$ cat src/rtl/led_matrix_col_scan_if.sv
// ---------------------------------------------------------------------------
// led_matrix_col_scan_if
//
// Bundle between the frame/character generator (master) and the column
// scanner (slave).
//
//   enable      master->slave  1 = scan, 0 = display dark
//   frame_in    master->slave  frame, bit c*ROW_W+r = LED (col c, row r) on
//   load        master->slave  1-cycle strobe capturing frame_in
//   col_out     slave->master  column enables (at output polarity)
//   row_out     slave->master  row drive for the active column
//   col_idx     slave->master  index of the current column
//   frame_done  slave->master  1-cycle pulse at each full-scan wrap
//   busy        slave->master  1 whenever the scanner is not idle
//   state_dbg   slave->master  raw scanner state (0 idle, 1 blank, 2 show)
//
// Transfer semantics: there is no back-pressure. Every cycle with load=1
// is one accepted frame; the scanner always takes it (into the shadow at a
// frame boundary or scan start, otherwise into the pending buffer, where a
// later load simply overwrites it).
// ---------------------------------------------------------------------------
interface led_matrix_col_scan_if #(
    parameter int NUM_COLS = 5,
    parameter int ROW_W    = 7
);
    localparam int CIW = $clog2(NUM_COLS);

    logic                      enable;
    logic [NUM_COLS*ROW_W-1:0] frame_in;
    logic                      load;
    logic [NUM_COLS-1:0]       col_out;
    logic [ROW_W-1:0]          row_out;
    logic [CIW-1:0]            col_idx;
    logic                      frame_done;
    logic                      busy;
    logic [1:0]                state_dbg;

    modport master (
        output enable, frame_in, load,
        input  col_out, row_out, col_idx, frame_done, busy, state_dbg
    );

    modport slave (
        input  enable, frame_in, load,
        output col_out, row_out, col_idx, frame_done, busy, state_dbg
    );
endinterface

$ cat src/rtl/led_matrix_col_scan.sv
// ---------------------------------------------------------------------------
// led_matrix_col_scan
//
// Time-multiplexed column scanner for an LED matrix. A full frame is
// double-buffered (pending -> shadow) and the columns are lit one at a time,
// each preceded by an optional all-off blank gap against ghosting.
//
// Ports:
//   clk    rising-edge system clock
//   reset  synchronous, active-high reset
//   bus    led_matrix_col_scan_if.slave (enable/frame_in/load in;
//          col_out/row_out/col_idx/frame_done/busy/state_dbg out)
//
// NUM_COLS and ROW_W must match the parameters of the connected interface.
// All outputs are registered from next-state values, so they change in the
// first cycle of each new state.
// ---------------------------------------------------------------------------
module led_matrix_col_scan #(
    parameter int NUM_COLS   = 5,
    parameter int ROW_W      = 7,
    parameter int DWELL_CYC  = 50000,
    parameter int BLANK_CYC  = 2,
    parameter bit ACTIVE_LOW = 1'b1
) (
    input  logic                  clk,
    input  logic                  reset,
    led_matrix_col_scan_if.slave  bus
);

    localparam int FW      = NUM_COLS * ROW_W;
    localparam int CIW     = $clog2(NUM_COLS);
    localparam int CNT_MAX = (DWELL_CYC > BLANK_CYC) ? DWELL_CYC : BLANK_CYC;
    localparam int CNT_W   = $clog2(CNT_MAX + 1);

    localparam logic [CNT_W-1:0]    DWELL_LAST = CNT_W'(DWELL_CYC - 1);
    localparam logic [CNT_W-1:0]    BLANK_LAST = CNT_W'((BLANK_CYC > 0) ? BLANK_CYC - 1 : 0);
    localparam logic [CIW-1:0]      COL_LAST   = CIW'(NUM_COLS - 1);
    localparam bit                  HAS_BLANK  = (BLANK_CYC > 0);

    // Inactive levels; XOR with these converts logical on-values to pins.
    localparam logic [NUM_COLS-1:0] COL_OFF = {NUM_COLS{ACTIVE_LOW}};
    localparam logic [ROW_W-1:0]    ROW_OFF = {ROW_W{ACTIVE_LOW}};

    typedef enum logic [1:0] {
        ST_IDLE  = 2'd0,
        ST_BLANK = 2'd1,
        ST_SHOW  = 2'd2
    } state_t;

    state_t              state, state_n;
    logic [CNT_W-1:0]    cnt, cnt_n;
    logic [CIW-1:0]      col, col_n;
    logic [FW-1:0]       shadow, shadow_n;
    logic [FW-1:0]       pend, pend_n;
    logic                pvalid, pvalid_n;
    logic                fdone_n;
    logic                take;
    logic [NUM_COLS-1:0] col_hot_n;
    logic [ROW_W-1:0]    row_sel_n;

    logic [NUM_COLS-1:0] col_out_q;
    logic [ROW_W-1:0]    row_out_q;
    logic                frame_done_q;
    logic                busy_q;

    // -----------------------------------------------------------------------
    // Next-state, counters and buffer update
    // -----------------------------------------------------------------------
    always_comb begin
        state_n  = state;
        cnt_n    = cnt;
        col_n    = col;
        shadow_n = shadow;
        pend_n   = pend;
        pvalid_n = pvalid;
        fdone_n  = 1'b0;
        take     = 1'b0;

        case (state)
            ST_IDLE: begin
                if (bus.enable) begin
                    state_n = HAS_BLANK ? ST_BLANK : ST_SHOW;
                    cnt_n   = '0;
                    col_n   = '0;
                    // Scan start refreshes the shadow so the first frame
                    // shows the latest data.
                    take    = 1'b1;
                end
            end

            ST_BLANK: begin
                if (cnt == BLANK_LAST) begin
                    state_n = ST_SHOW;
                    cnt_n   = '0;
                end else begin
                    cnt_n = cnt + 1'b1;
                end
            end

            ST_SHOW: begin
                if (cnt == DWELL_LAST) begin
                    state_n = HAS_BLANK ? ST_BLANK : ST_SHOW;
                    cnt_n   = '0;
                    if (col == COL_LAST) begin
                        // Frame boundary: wrap, pulse, swap buffers.
                        col_n   = '0;
                        fdone_n = 1'b1;
                        take    = 1'b1;
                    end else begin
                        col_n = col + 1'b1;
                    end
                end else begin
                    cnt_n = cnt + 1'b1;
                end
            end

            default: begin
                state_n = ST_IDLE;
                cnt_n   = '0;
                col_n   = '0;
            end
        endcase

        // Disable wins over everything above; buffers are kept.
        if (!bus.enable) begin
            state_n = ST_IDLE;
            cnt_n   = '0;
            col_n   = '0;
            fdone_n = 1'b0;
            take    = 1'b0;
        end

        if (take) begin
            // A load in the swap cycle bypasses the pending buffer.
            if (bus.load) begin
                shadow_n = bus.frame_in;
            end else if (pvalid) begin
                shadow_n = pend;
            end
            pvalid_n = 1'b0;
        end else if (bus.load) begin
            pend_n   = bus.frame_in;
            pvalid_n = 1'b1;
        end
    end

    // Logical (active-high) drive for the column/rows of the next state.
    always_comb begin
        col_hot_n = NUM_COLS'(1) << col_n;
        row_sel_n = shadow_n[int'(col_n) * ROW_W +: ROW_W];
    end

    // -----------------------------------------------------------------------
    // State and output registers
    // -----------------------------------------------------------------------
    always_ff @(posedge clk) begin
        if (reset) begin
            state        <= ST_IDLE;
            cnt          <= '0;
            col          <= '0;
            shadow       <= '0;
            pend         <= '0;
            pvalid       <= 1'b0;
            col_out_q    <= COL_OFF;
            row_out_q    <= ROW_OFF;
            frame_done_q <= 1'b0;
            busy_q       <= 1'b0;
        end else begin
            state        <= state_n;
            cnt          <= cnt_n;
            col          <= col_n;
            shadow       <= shadow_n;
            pend         <= pend_n;
            pvalid       <= pvalid_n;
            col_out_q    <= (state_n == ST_SHOW) ? (col_hot_n ^ COL_OFF) : COL_OFF;
            row_out_q    <= (state_n == ST_SHOW) ? (row_sel_n ^ ROW_OFF) : ROW_OFF;
            frame_done_q <= fdone_n;
            busy_q       <= (state_n != ST_IDLE);
        end
    end

    assign bus.col_out    = col_out_q;
    assign bus.row_out    = row_out_q;
    assign bus.col_idx    = col;
    assign bus.frame_done = frame_done_q;
    assign bus.busy       = busy_q;
    assign bus.state_dbg  = state;

endmodule

$ cat src/flat_wrapper.sv
// flat-port wrapper written by rule: the top's interface ports become plain ports
module led_matrix_col_scan_flat 
#(
    parameter int NUM_COLS   = 5,
    parameter int ROW_W      = 7,
    parameter int DWELL_CYC  = 50000,
    parameter int BLANK_CYC  = 2,
    parameter bit ACTIVE_LOW = 1'b1
)
  (clk, reset, bus_enable, bus_frame_in, bus_load, bus_col_out, bus_row_out, bus_col_idx, bus_frame_done, bus_busy, bus_state_dbg);
  led_matrix_col_scan_if #(.NUM_COLS(NUM_COLS), .ROW_W(ROW_W)) bus_i ();
  input  logic clk;
  input  logic reset;
  input wire logic [$bits(bus_i.enable)-1:0] bus_enable;
  input wire logic [$bits(bus_i.frame_in)-1:0] bus_frame_in;
  input wire logic [$bits(bus_i.load)-1:0] bus_load;
  output wire logic [$bits(bus_i.col_out)-1:0] bus_col_out;
  output wire logic [$bits(bus_i.row_out)-1:0] bus_row_out;
  output wire logic [$bits(bus_i.col_idx)-1:0] bus_col_idx;
  output wire logic [$bits(bus_i.frame_done)-1:0] bus_frame_done;
  output wire logic [$bits(bus_i.busy)-1:0] bus_busy;
  output wire logic [$bits(bus_i.state_dbg)-1:0] bus_state_dbg;
  assign bus_i.enable = bus_enable;
  assign bus_i.frame_in = bus_frame_in;
  assign bus_i.load = bus_load;
  assign bus_col_out = bus_i.col_out;
  assign bus_row_out = bus_i.row_out;
  assign bus_col_idx = bus_i.col_idx;
  assign bus_frame_done = bus_i.frame_done;
  assign bus_busy = bus_i.busy;
  assign bus_state_dbg = bus_i.state_dbg;
  led_matrix_col_scan #(.NUM_COLS(NUM_COLS), .ROW_W(ROW_W), .DWELL_CYC(DWELL_CYC), .BLANK_CYC(BLANK_CYC), .ACTIVE_LOW(ACTIVE_LOW)) u_core (.clk(clk), .reset(reset), .bus(bus_i));
endmodule
$ cat config.mk
export PLATFORM = sky130hd
export DESIGN_NAME = led_matrix_col_scan_flat
export DESIGN_NICKNAME = d
export VERILOG_FILES = /design/src/rtl/led_matrix_col_scan_if.sv /design/src/rtl/led_matrix_col_scan.sv /design/src/flat_wrapper.sv
export SDC_FILE = /design/constraint.sdc
export NUM_CORES = 1
export LEC_CHECK = 0
export CAP_MARGIN = 15
export CORE_MARGIN = 5
export CORE_UTILIZATION = 40
export CTS_CLUSTER_SIZE = 20
export DETAILED_ROUTE_END_ITERATION = 8
export PLACE_DENSITY = 0.61
export RECOVER_POWER = 100
export SKIP_LAST_GASP = 1
export SYNTH_ARGS = -nofsm -noshare
export SYNTH_HDL_FRONTEND = slang
export SYNTH_SLANG_ARGS = --single-unit
$ cat constraint.sdc
create_clock -name clk -period 3.03 [get_ports clk]
set_clock_uncertainty 0.2 [all_clocks]
set_input_delay 0.7575 -clock clk [delete_from_list [all_inputs] [get_ports clk]]
set_output_delay 0.7575 -clock clk [all_outputs]
set_load 0.01 [all_outputs]
**Yosys cells after proc, flatten, opt, wreduce, memory -nomap -nowiden**

Index checks and enable logic that the tools add are counted.

- Logic and storage cells: 52
- Register bits: 106
- Input port bits: 39
- Output and inout bits: 19

- Mux-type cells: 18
- Shift-type cells: 2
- Equality and inequality tests: 6
- Bitwise gates (word level): 6
- Multipliers: 1
- Reduce and logical (&&, ||, !) cells: 7
- Add/subtract/negate cells: 2

Operators with widths:

| kind | count |
|---|---|
| 35-bit two-way mux | 3 |
| 35-bit by 32-bit variable part select with 7-bit output | 1 |
| 16-bit two-way mux | 2 |
| 16-bit case mux with 2 select lines | 1 |
| 16-bit by 1-bit adder with 16-bit output, second input constant | 1 |
| 16-bit by 1-bit == test with 1-bit output, second input constant | 1 |
| 16-bit == test, second input constant | 1 |
| 3-bit two-way mux | 3 |
| 7-bit inverter | 1 |
| 3-bit by 3-bit multiplier with 6-bit output, second input constant | 1 |
| 2-bit two-way mux | 3 |
| 2-bit case mux with 3 select lines | 1 |
| 3-bit case mux with 2 select lines | 1 |
| 2-bit OR reduction | 3 |
| 5-bit inverter | 1 |
| 1-bit by 3-bit << shifter with 5-bit output, first input constant | 1 |
| 2-bit == test, second input constant | 2 |
| 1-bit inverter | 4 |
| 3-bit by 1-bit adder with 3-bit output, second input constant | 1 |
| 3-bit == test, second input constant | 1 |
| 1-bit two-way mux | 3 |
| 3-bit OR reduction | 1 |
| 2-bit by 1-bit == test with 1-bit output, second input constant | 1 |
| 2-bit logical NOT | 1 |
| other kinds (3) | 3 |

**Depth between registers and ports, before layout**

- Depth after elaboration: 8
- Gate-level depth with buffers: 11
- Gate-level depth less buffers: 10

**Worst setup path before layout**

OpenSTA, ideal clock, no wires.

- Path kind: register -> register
- Start point: register u_core.state[1] (netlist: u_core.bus.state_dbg[1])
- End point: register u_core.row_out_q[2] (netlist: u_core.bus.row_out[2])
- Period minus slack after synthesis: 2.938 ns
- Data arrival time: 2.622 ns
- Required time: 2.714 ns
- Path slack: 0.092 ns
- Stages on the path, launching flop included: 11
- Library setup time: 0.116 ns
- Buffers on the path: 1
- Cells stage by stage: dfxtp_1 > ha_1 > or4b_1 > nor4_2 > a32oi_1 > nor2_1 > clkbuf_1 > nand2_1 > a21oi_1 > o21ai_1 > o211a_1

- Cells in the longest elaborated chain, start to end: 6

RTL lines:

| item | RTL line | text |
|---|---|---|
| from (decl) | led_matrix_col_scan.sv:50 | `state_t state, state_n;` |
| from (signal assigned) | led_matrix_col_scan.sv:169 | `state <= state_n;` |
| 2-bit == test (tied with other cells) | led_matrix_col_scan.sv:79 | `case (state)` |
| 3-bit case mux with 2 select lines (tied with other cells) | led_matrix_col_scan.sv:79 |  |
| 3-bit two-way mux (tied with other cells) | led_matrix_col_scan.sv:125 | `if (!bus.enable) begin` |
| 3-bit by 3-bit multiplier with 6-bit output (tied with other cells) | led_matrix_col_scan.sv:150 | `row_sel_n = shadow_n[int'(col_n) * ROW_W +: ROW_W];` |
| 35-bit by 32-bit variable part select with 7-bit output or 1-bit inverter (tied branches) | n/a |  |
| 7-bit inverter (no line) or 2-bit OR reduction (tied branches) | n/a |  |
| to (signal assigned) | led_matrix_col_scan.sv:176 | `row_out_q <= (state_n == ST_SHOW) ? (row_sel_n ^ ROW_OFF) : ROW_OFF;` |
| to (decl) | led_matrix_col_scan.sv:62 | `logic [ROW_W-1:0] row_out_q;` |

Several ways; a longest one is shown, not always the timed one.
A chain may end at the register's enable or synchronous reset.

**Final worst setup path**

- Start point: register u_core.cnt[10]
- End point: register u_core.row_out_q[1] (netlist: u_core.bus.row_out[1])

- Cells in the longest elaborated chain, start to end: 7

RTL lines:

| item | RTL line | text |
|---|---|---|
| from (decl) | led_matrix_col_scan.sv:51 | `logic [CNT_W-1:0] cnt, cnt_n;` |
| from (signal assigned) | led_matrix_col_scan.sv:170 | `cnt <= cnt_n;` |
| 16-bit == test or 16-bit by 1-bit == test with 1-bit output (tied branches) | led_matrix_col_scan.sv:101, led_matrix_col_scan.sv:92 |  |
| 3-bit two-way mux (tied with other cells) | led_matrix_col_scan.sv:101 | `if (cnt == DWELL_LAST) begin` |
| 3-bit case mux with 2 select lines (tied with other cells) | led_matrix_col_scan.sv:79 |  |
| 3-bit two-way mux (tied with other cells) | led_matrix_col_scan.sv:125 |  |
| 3-bit by 3-bit multiplier with 6-bit output (tied with other cells) | led_matrix_col_scan.sv:150 |  |
| 35-bit by 32-bit variable part select with 7-bit output or 1-bit inverter (tied branches) | n/a |  |
| 7-bit inverter (no line) or 2-bit OR reduction (tied branches) | n/a |  |

Several ways; a longest one is shown, not always the timed one.

==> flow_results.org <==
** Status
- Result of the run :: completed

** Power
- The share of total power dissipated in sequential elements is 0.479.
- Power Internal :: approximately 2.3 mW
- Part of the power in combinational logic :: 0.115
- Psw :: approximately 0.74 mW
- Clock share of power :: 0.406
- The analysis attributes to cell leakage a power of 2.37 nW.
- Power Density :: approximately 500 nW/um2
- The worst-case IR drop observed on VDD is between 0.3 and 0.4 mV.
- Switching power share of the total :: 0.240

** Drt
- For this block, the via count after detailed routing is roughly 4,300.
- Count of routing violations after the opening detailed-route iteration :: 268
- The first TritonRoute pass finished after 5 iterations.
- In the final routed layout, each cell accounts on average for approximately 16 um.
- Post-Route WL :: 12,700 um
- For this run, design rule violations remaining after detail routing come to 0.
- Post-detailed-route via-to-cell ratio :: around 5.3
- Number of antenna-violating nets in the routed design :: 0

** Critical path
- Crit start category :: register
- Among the stages of the critical path, the cell type that occurs most often is sky130_fd_sc_hd__buf_4.
- For the worst setup path, the data required time is 3050 ps.
- Critical path capture point type :: register
- The critical path in this run is classified as register to register.
- In this run the worst path has a maximum fanout of 4.
- Stage delay of the slowest cell on the critical path :: approximately 550 ps
- For flop-to-flop paths, the worst setup slack is ~40 ps.
- Delay-heaviest family, CP :: simple AND/OR/NAND/NOR gates
- Counting both buffers and inverters, the worst setup path holds a total of 3.
- For this design, the slowest cell found on the critical path is sky130_fd_sc_hd__or4_4.
- Arrival time of data at the critical path endpoint :: ~3000 ps
- Traced cell by cell, the critical path runs through or4_4 > or4_4 > o211ai_1 > a31oi_2 > a211oi_2 > buf_4 > nor2b_2 > buf_4 > buf_4 > a311oi_2.

** Yosys
- Sequential fraction of the synthesis area :: 0.464
- Post-synthesis sequential element count :: 106
- After synthesis, the share of flip-flops with an asynchronous set or reset is 0.
- The share of synthesized area in the top cell type comes to 0.464.
- During synthesis, Yosys emitted a total of 0 warnings.
- Yosys mapped the design onto just under 60 distinct sky130hd cell types.
- EDFF count, synth :: 0
- Synthesized net count :: 596
- Averaged over all synthesized cells, the footprint is approximately 8.3 um2.
- Mapped Cells :: 549
- Dominant cell type by area after synthesis :: sky130_fd_sc_hd__dfxtp_1
- Sorting the synthesized cells by area gives the leading types as sky130_fd_sc_hd__dfxtp_1, sky130_fd_sc_hd__nand2_1, sky130_fd_sc_hd__a21oi_1.
- Top_reg_cell synth :: sky130_fd_sc_hd__dfxtp_1
- The synthesized netlist occupies a cell area of ~4600 um2.

** Clock network
- Clock latency on the worst-skew pair :: around 340 ps
- Number of buffers added by the clock tree synthesis step :: 9
- Cts-stage hold buffer count :: 0
- In this run the number of H-tree levels came out at 3.
- Number of sinks on the clock net :: around 110
- Clk slew on worst S/H paths :: roughly 70 ps
- Buffer type at the clock tree root :: sky130_fd_sc_hd__clkbuf_16
- TritonCTS clock tree :: yes
- Counting along the longest clock path gives a buffer depth of 2.

** Timing
- Setup violations remaining at the end of the flow were counted as 0.
- Based on the critical path, the design can be clocked at up to around 0.33 GHz.
- Final hold vios :: 0
- Number of max-slew violations in the final report :: 0
- Post-layout minimum cycle time :: 2990 ps
- At the pin with the least slew margin, the transition time is just over 800 ps.
- For the final routed database, the setup TNS stands at 0 ps.
- Post-route setup slack :: between 30 and 40 ps
- Slew Limit Headroom :: 0.449
- In the finished design, the share of the clock period the worst path needs comes to 0.987.
- RSZ-0062 raised after global routing :: yes

** Final layout
- Area growth from synthesis to layout :: 37.6%
- 0 antenna diodes ended up in the layout.
- Counting the fill cells in the layout gives approximately 1,100.
- Multi-input combinational cell area :: about 2500 um2
- Of the cells placed in the final design, the portion with a size suffix greater than 1 is 0.203.
- Summing all non-filler instances in the final layout gives an area of 6290 um2.
- Register cell area after layout :: roughly 2100 um2
- Post-Route Utilization :: 0.555
- For this run, the post-layout net count is around 700.

** GRT
- Across every metal layer, demand over resource in global routing totals 0.188.
- Overflow after GRT :: 0
- Pin count of the biggest net entering global routing :: 77
- Number of global-route vias before repair :: 4,101
- Antenna violations before repair :: 0
- The first global-routing pass estimated 20,300 um of wire.

** Place
- Port Buffers :: 57
- Once placement finished, the instance area stood at around 5700 um2.
- Detailed placement finished with a half-perimeter wire length of roughly 9100 um.
- At the end of routability-driven placement, the weighted congestion stood at ~0.8.
- Worst Setup Slack post-DPL :: -225 ps

** Floorplanning
- The floorplan has 39 rows.
- The floorplan step defined a core boundary enclosing between 10,000 and 15,000 um2.
- In this run the vertical extent of the chip is ~120 um.
- Die Span X :: between 100 and 150 um
- Die area :: about 14,000 um2
- Number of top-level pins :: 58
- Initial Utilization :: 0.404

** Worst hold path
- Min-Delay Path Class :: register to register

** Run
- Across the run, the number of max-cap violations was 0.
## power groups by stage
stage          clock network [mW]  registers, mW  logic (mW)
2_1_floorplan                   0           1.50       0.189
3_3_place_gp                    0           1.51       0.332
3_5_place_dp                    0           1.51       0.337
4_1_cts                      1.28           1.48       0.343
5_1_grt                      1.35           1.49       0.388
6_report                     1.26           1.48       0.355
## flip-flops by register name, summed over array words and instances (netlist names), 2 cells and up
register              cells
u_core.bus.col_idx        3
u_core.pend              35
u_core.bus.state_dbg      2
u_core.shadow            35
u_core.cnt               16
u_core.bus.col_out        5
u_core.bus.row_out        7
## what timing repair did
item,CTS,global route
buffers inserted,2,6
pin swaps,2,13
gates resized for setup,8,31
endpoints found under the setup margin,7,7
## tightest hold or removal path: stages, from the launching register on
cell	delay, ps
sky130_fd_sc_hd__dfxtp_1	310
sky130_fd_sc_hd__nand2_1	50
sky130_fd_sc_hd__a21oi_1	50
## Yosys cell counts (all sizes together) (2+ instances only)
| cell type | n |
|---|---|
| nor4 | 3 |
| buf | 7 |
| dfxtp | 106 |
| a32oi | 2 |
| a41oi | 2 |
| nand3 | 12 |
| a221oi | 5 |
| nand2 | 100 |
| a311oi | 4 |
| a22oi | 8 |
| o221ai | 6 |
| a21oi | 56 |
| xnor2 | 7 |
| o21ai | 14 |
| o22a | 5 |
| o22ai | 21 |
| or4 | 2 |
| nor3 | 15 |
| mux2 | 2 |
| nor2b | 7 |
| and3 | 9 |
| nand4 | 7 |
| nor2 | 64 |
| xor2 | 6 |
| inv | 7 |
| or3 | 2 |
| mux2i | 6 |
| ha | 8 |
| clkbuf | 23 |
| and2 | 3 |
| nand2b | 11 |
## final timing paths
check                       from               endpoint  depth (start not counted)
hold reg to reg   u_core.pend[9]         u_core.pend[9]                          2
setup / recovery  u_core.cnt[10]  u_core.bus.row_out[1]                         10
setup reg to reg  u_core.cnt[10]  u_core.bus.row_out[1]                         10
hold / removal    u_core.pend[9]         u_core.pend[9]                          2
## cell type report
type                    count  share of cell area
clock buffers              10              0.0364
clock inverters             5              0.0139
inverters                   8             0.00478
multi-input cells         405               0.390
flip-flops and latches    106               0.338
well taps                 143              0.0285
repair buffers            136               0.189
## layer usage
layer / global-route usage / up-vias / part of all wire
met5: 0 / - / 0
met4: 0.0512 / 0 / 0.012
met1: 0.262 / 2067 / 0.48
met3: 0.0314 / 11 / 0.042
met2: 0.304 / 90 / 0.47
li1: - / 2172 / -
## placed cells by master, fill, tap and decap left out, drive strengths merged, types with 14 or more instances in the layout
cell           count
nor3              15
clkdlybuf4s50     38
nand2            100
dfxtp            106
o21ai             14
dlygate4sd3       18
a21oi             56
buf               79
o22ai             21
nor2              64
## cells by family after synthesis
kind of cell               count (synthesis)  share of synthesized area
and+or+nand+nor                          240                      0.239
AOI/OAI and AO/OA                        136                      0.197
DFF                                      106                      0.464
buffers and inverters                     38                     0.0342
xor gates and xnor gates                  13                     0.0249
muxes                                      8                     0.0181
adders and majority gates                  8                     0.0219
## through the flow
stage               total power, mW  cells  hold slack, ps
floorplan                      1.69    549             230
global placement               1.84    790             243
detailed placement             1.85    790             251
CTS                            3.10    807             262
global route                   3.22    813             280
finish                         3.09    813             258
Power figures use the tool's default switching activity.
